**src/rtl/sram_like_arbiter.sv**
```systemverilog
// Two-master (inst/data) to one-slave arbiter for the sram-like bus.
// In-order ID queue steers each slave data_ok/rdata back to its issuing master.
module sram_like_arbiter #(
    parameter int DEPTH        = 4,
    parameter int STARVE_LIMIT = 3
) (
    input  logic                       clk,
    input  logic                       resetn,
    input  logic                       inst_req,
    input  logic                       inst_wr,
    input  logic [1:0]                 inst_size,
    input  logic [31:0]                inst_addr,
    input  logic [31:0]                inst_wdata,
    output logic [31:0]                inst_rdata,
    output logic                       inst_addr_ok,
    output logic                       inst_data_ok,
    input  logic                       data_req,
    input  logic                       data_wr,
    input  logic [1:0]                 data_size,
    input  logic [31:0]                data_addr,
    input  logic [31:0]                data_wdata,
    output logic [31:0]                data_rdata,
    output logic                       data_addr_ok,
    output logic                       data_data_ok,
    output logic                       s_req,
    output logic                       s_wr,
    output logic [1:0]                 s_size,
    output logic [31:0]                s_addr,
    output logic [31:0]                s_wdata,
    input  logic [31:0]                s_rdata,
    input  logic                       s_addr_ok,
    input  logic                       s_data_ok,
    output logic [$clog2(DEPTH):0]     outstanding,
    output logic                       err_unexpected
);

    localparam int AW = $clog2(DEPTH);
    localparam int SW = $clog2(STARVE_LIMIT + 1);
    localparam logic [AW:0]   FULL_CNT   = (AW + 1)'(DEPTH);
    localparam logic [SW-1:0] STARVE_MAX = SW'(STARVE_LIMIT);
    localparam logic          ID_INST    = 1'b0;
    localparam logic          ID_DATA    = 1'b1;

    logic              ready_r;
    logic              lock_r;
    logic              lock_id_r;
    logic [SW-1:0]     starve_r;
    logic [DEPTH-1:0]  q_r;
    logic [AW-1:0]     wr_ptr_r;
    logic [AW-1:0]     rd_ptr_r;
    logic [AW:0]       count_r;
    logic              err_r;

    logic              active_s;
    logic              full_s;
    logic              sel_s;
    logic              sel_req_s;
    logic              accept_s;
    logic              pop_s;
    logic              head_s;
    logic              spurious_s;

    // Grant selection, slave request mux and address handshake
    always_comb begin
        active_s = resetn & ready_r;
        full_s   = (count_r == FULL_CNT);
        if (lock_r) begin
            sel_s = lock_id_r;
        end else if (data_req && !(inst_req && (starve_r == STARVE_MAX))) begin
            sel_s = ID_DATA;
        end else begin
            sel_s = ID_INST;
        end
        sel_req_s = (sel_s == ID_DATA) ? data_req : inst_req;
        s_req     = active_s & ~full_s & sel_req_s;
        accept_s  = s_req & s_addr_ok;
        if (sel_s == ID_DATA) begin
            s_wr    = data_wr;
            s_size  = data_size;
            s_addr  = data_addr;
            s_wdata = data_wdata;
        end else begin
            s_wr    = inst_wr;
            s_size  = inst_size;
            s_addr  = inst_addr;
            s_wdata = inst_wdata;
        end
        inst_addr_ok = accept_s & (sel_s == ID_INST);
        data_addr_ok = accept_s & (sel_s == ID_DATA);
    end

    // Return-path steering from the head of the ID queue
    always_comb begin
        pop_s        = resetn & s_data_ok & (count_r != {(AW + 1){1'b0}});
        spurious_s   = resetn & s_data_ok & (count_r == {(AW + 1){1'b0}});
        head_s       = q_r[rd_ptr_r];
        inst_data_ok = pop_s & (head_s == ID_INST);
        data_data_ok = pop_s & (head_s == ID_DATA);
        inst_rdata   = inst_data_ok ? s_rdata : 32'h0000_0000;
        data_rdata   = data_data_ok ? s_rdata : 32'h0000_0000;
        outstanding  = count_r;
        err_unexpected = err_r;
    end

    // Requests are held off for one cycle after reset release
    always_ff @(posedge clk) begin
        if (!resetn) begin
            ready_r <= 1'b0;
        end else begin
            ready_r <= 1'b1;
        end
    end

    // A stalled request pins the grant so payload never switches mid-request
    always_ff @(posedge clk) begin
        if (!resetn) begin
            lock_r    <= 1'b0;
            lock_id_r <= 1'b0;
        end else if (accept_s) begin
            lock_r    <= 1'b0;
        end else if (s_req) begin
            lock_r    <= 1'b1;
            lock_id_r <= sel_s;
        end else begin
            lock_r    <= lock_r;
        end
    end

    // Count data grants taken while inst waits
    always_ff @(posedge clk) begin
        if (!resetn) begin
            starve_r <= {SW{1'b0}};
        end else if (inst_addr_ok || !inst_req) begin
            starve_r <= {SW{1'b0}};
        end else if (data_addr_ok && (starve_r != STARVE_MAX)) begin
            starve_r <= starve_r + SW'(1'b1);
        end else begin
            starve_r <= starve_r;
        end
    end

    // In-order ID queue of accepted transactions
    always_ff @(posedge clk) begin
        if (!resetn) begin
            q_r      <= {DEPTH{1'b0}};
            wr_ptr_r <= {AW{1'b0}};
            rd_ptr_r <= {AW{1'b0}};
            count_r  <= {(AW + 1){1'b0}};
        end else begin
            if (accept_s) begin
                q_r[wr_ptr_r] <= sel_s;
                wr_ptr_r      <= wr_ptr_r + AW'(1'b1);
            end
            if (pop_s) begin
                rd_ptr_r <= rd_ptr_r + AW'(1'b1);
            end
            case ({accept_s, pop_s})
                2'b10:   count_r <= count_r + (AW + 1)'(1'b1);
                2'b01:   count_r <= count_r - (AW + 1)'(1'b1);
                default: count_r <= count_r;
            endcase
        end
    end

    // Sticky flag for a return with nothing in flight
    always_ff @(posedge clk) begin
        if (!resetn) begin
            err_r <= 1'b0;
        end else if (spurious_s) begin
            err_r <= 1'b1;
        end else begin
            err_r <= err_r;
        end
    end

endmodule

```
**config.mk**
```make
export PLATFORM = sky130hd
export DESIGN_NAME = sram_like_arbiter
export DESIGN_NICKNAME = d
export VERILOG_FILES = /design/src/rtl/sram_like_arbiter.sv
export SDC_FILE = /design/constraint.sdc
export NUM_CORES = 1
export LEC_CHECK = 0
export CORE_AREA = 4 4 119 121
export DETAILED_ROUTE_END_ITERATION = 7
export DIE_AREA = 0 0 123 125
export PLACE_DENSITY = 0.7
export SETUP_SLACK_MARGIN = 0.5
export SLEW_MARGIN = 10
export SYNTH_ARGS = -nofsm -noshare
export SYNTH_HDL_FRONTEND = slang
export SYNTH_SLANG_ARGS = --single-unit
```
**constraint.sdc**
```tcl
create_clock -name clk -period 3.3 [get_ports clk]
set_input_delay 0.495 -clock clk [delete_from_list [all_inputs] [get_ports clk]]
set_output_delay 0.495 -clock clk [all_outputs]
set_load 0.05 [all_outputs]
```
==> flow_summary.ini <==
[floorplan]
core_area_um2 = 13100
dieArea_um2 = 15400
die_h_um = 125
dieWidth_um = 123
initial_utilization_pct = 17.1
pin_count = 312
std_cell_rows = 42

[setup_path]
timing.critical_path.buf_inv = 4
reg2reg_depth = 9
critPathRequiredTime_ns = 2.80
timing.rr.end = outstanding[2]
rr_startpoint = outstanding[2]
slowest_delay_ns = 0.48
path_max_fanout = 17
slowest_stage = clkdlybuf4s50_1
crit_arrival_ns = 2.25
end_kind = output port
path_class = in2out
regToRegSetupSlack_ns = 0.75
start_kind = input pin
crit_chain = clkdlybuf4s50_1, nor2b_4, a21boi_4, buf_12, clkbuf_16, mux2_2, buf_4
crit_family = buffers and inverters

[timing]
hold_violations = 0
max_slew.worst_pin.slew_ns = 0.549
maxSlewHeadroom_pct = 63.4
finalSetupViolCount = 0
drv_slew = 0
finalSetupTns_ns = 0
fin_crit_sh_pct = 83.1
hold_ws_ns = 0.482
fmax_mhz = 365
finalCriticalPeriod_ns = 2.74
rsz0062_at_grt = true
clock_skew_ns = 0.00110

[route]
num_vias = 3210
routed_via_density = 4.39
drtPass1Iterations = 4
wl_per_cell_um = 18.4
drt-initial-drc-count = 101
wirelength_um = 13500
drcViolationCount = 0
postRouteAntennaNets = 0

[yosys]
syn_area_um2 = 2240
yosysMostFrequentCell = mux2_2
ys_warn_count = 0
yosys_register_bits = 17
ys_seq_area_share_pct = 15.2
synth_largest_area_cell = mux2_2
synth_top_cell_area_share_pct = 28.1
ys_async_sr_fraction_pct = 0
syn_avg_cell_area_um2 = 9.11
synth.area.top_cells = mux2_2, dfxtp_1, and2_1, and3_1, mux2_1
synth_edf_count = 0
netlist_instances = 246
synth_commonest_cells = mux2_2, and2_1, and3_1
synth_ff_type = dfxtp_1
synth_nets = 425
ys_types = 45

[worst_hold_path]
hold_path_class = reg2reg
holdPathStages = 1
hold_start = starve_r[0]
worstHoldEndpoint = starve_r[0]

[place]
portBuffers = 311
dp.cells = 719
gp_congestion = 0.861
dp_hpwl_um = 11100

[global_route]
grt_busiest_layer = met2
grt_max_degree = 36
grt_pass1_vias = 3382
grtUsageTotal_pct = 15.0
grt_pass1_wl_um = 18500
met1_usage_pct = 15.4
met2_usage_pct = 28.9
use_met3_pct = 5.56
antenna_found_initial = 0
grt_overflow_total = 0

[final_layout]
seqCellArea_um2 = 340
multiInputGateArea_um2 = 1750
layout-drive-gt1-share_pct = 39.6
layout.cells.non_filler = 731
final_net_count = 735
diodes = 0
area_growth_syn_to_layout_pct = 178
fillers = 1157

[clock_tree]
h-tree-depth = 1
ctsRootBufferMaster = clkbuf_16
clkTransAtPathRegs_ns = 0.05
cts_buffers = 3
cts_tree = yes
clk_latency_ns = 0.25
clock_sinks = 17
clk_path_buf_depth = 2

[power_and_ir_drop]
p_per_area_nw_per_um2 = 222
p_leak_nw = 2.64
peakVddDrop_mv = 0.143

[run_status]
status = finished, final reports clean

[flow_run]
cap_violations = 0
==> worst reg2reg max path, stage by stage (launching register included) <==
cell and delay (ns):
dfxtp_1 0.41, or3b_1 0.44, o211ai_4 0.18, or2_1 0.18, ha_1 0.18, inv_1 0.06, fa_1 0.38, xor2_1 0.16
or3_1 0.30, a21boi_0 0.18
==> repair_timing <==
item	in CTS	in global routing
pin swaps	2	0
gates resized for setup	5	1
hold buffers	0	0
buffers inserted	2	2
gates cloned	1	3
endpoints found under the setup margin	68	93
==> routing by layer <==
metal	wire, um	vias to the layer above
met1	4610	1483
met4	255	0
met3	1600	17
li1	-	1503
met2	7010	207
met5	0	-
==> registers in the layout, summed over array words and instances (netlist names) <==
name / count
wr_ptr_r: 2
q_r: 4
err_unexpected: 1
ready_r: 1
starve_r: 2
lock_id_r: 1
rd_ptr_r: 2
lock_r: 1
outstanding: 3
==> cell usage in the layout (no fill, tap or decap), drive strengths merged, types with 3 or more instances in the layout <==
| cell type | count |
|---|---|
| and2 | 37 |
| and3 | 33 |
| buf | 148 |
| clkbuf | 5 |
| clkdlybuf4s50 | 174 |
| dfxtp | 17 |
| ha | 6 |
| inv | 11 |
| mux2 | 67 |
| nand2 | 7 |
| nor2b | 3 |
| o211ai | 3 |
| o21ai | 5 |
| o311ai | 4 |
| o31ai | 4 |
==> metrics by stage <==
step | worst slack (ns) | util, % | area, um2 | total power [W]
CTS | 0.520 | 47.0 | 6150 | 0.00138
floorplan | 0.515 | - | 2240 | 0.000715
global route | 0.497 | 47.7 | 6240 | 0.00144
finish | 0.558 | 47.7 | 6240 | 0.00139
global placement | 0.200 | 45.8 | 5990 | 0.00111
detailed placement | 0.0199 | 45.8 | 5990 | 0.00111
==> cells by family after synthesis <==
kind of cell / after synthesis / synth area share [%]
compound gates: 25 / 9.60
mux: 69 / 35.1
simple gates: 92 / 25.5
xor+xnor: 4 / 1.56
buf+inv: 32 / 8.82
flops: 17 / 15.2
fa+ha+maj: 7 / 4.24
==> worst max-delay path by stage <==
stage	startpoint	endpoint	slack, ns	cells past startpoint
3_3_place_gp	data_req	outstanding[2]	0.20	10
4_1_cts	data_req	s_addr[3]	0.52	7
5_1_grt	data_req	inst_addr_ok	0.50	7
6_report	data_req	s_wdata[21]	0.56	7
2_1_floorplan	data_req	inst_addr_ok	0.51	5
3_5_place_dp	data_req	outstanding[2]	0.02	10
==> layout make-up <==
cell class / count / share of cell area, %
clock buffer: 3 / 1.20
clock inverter: 1 / 0.0802
inverter: 11 / 0.661
multi-input combinational: 198 / 28.0
sequential: 17 / 5.45
tap: 176 / 3.53
timing repair buffer: 325 / 61.1
==> where the power goes <==
group	total, W	internal (W)	switching (W)
Sequential	0.000222	0.000213	0.00000947
Clock	0.000242	0.000162	0.0000797
Combinational	0.000921	0.000426	0.000495
Total	0.00139	0.000801	0.000584
No activity file was read; power rests on OpenSTA's default activity.
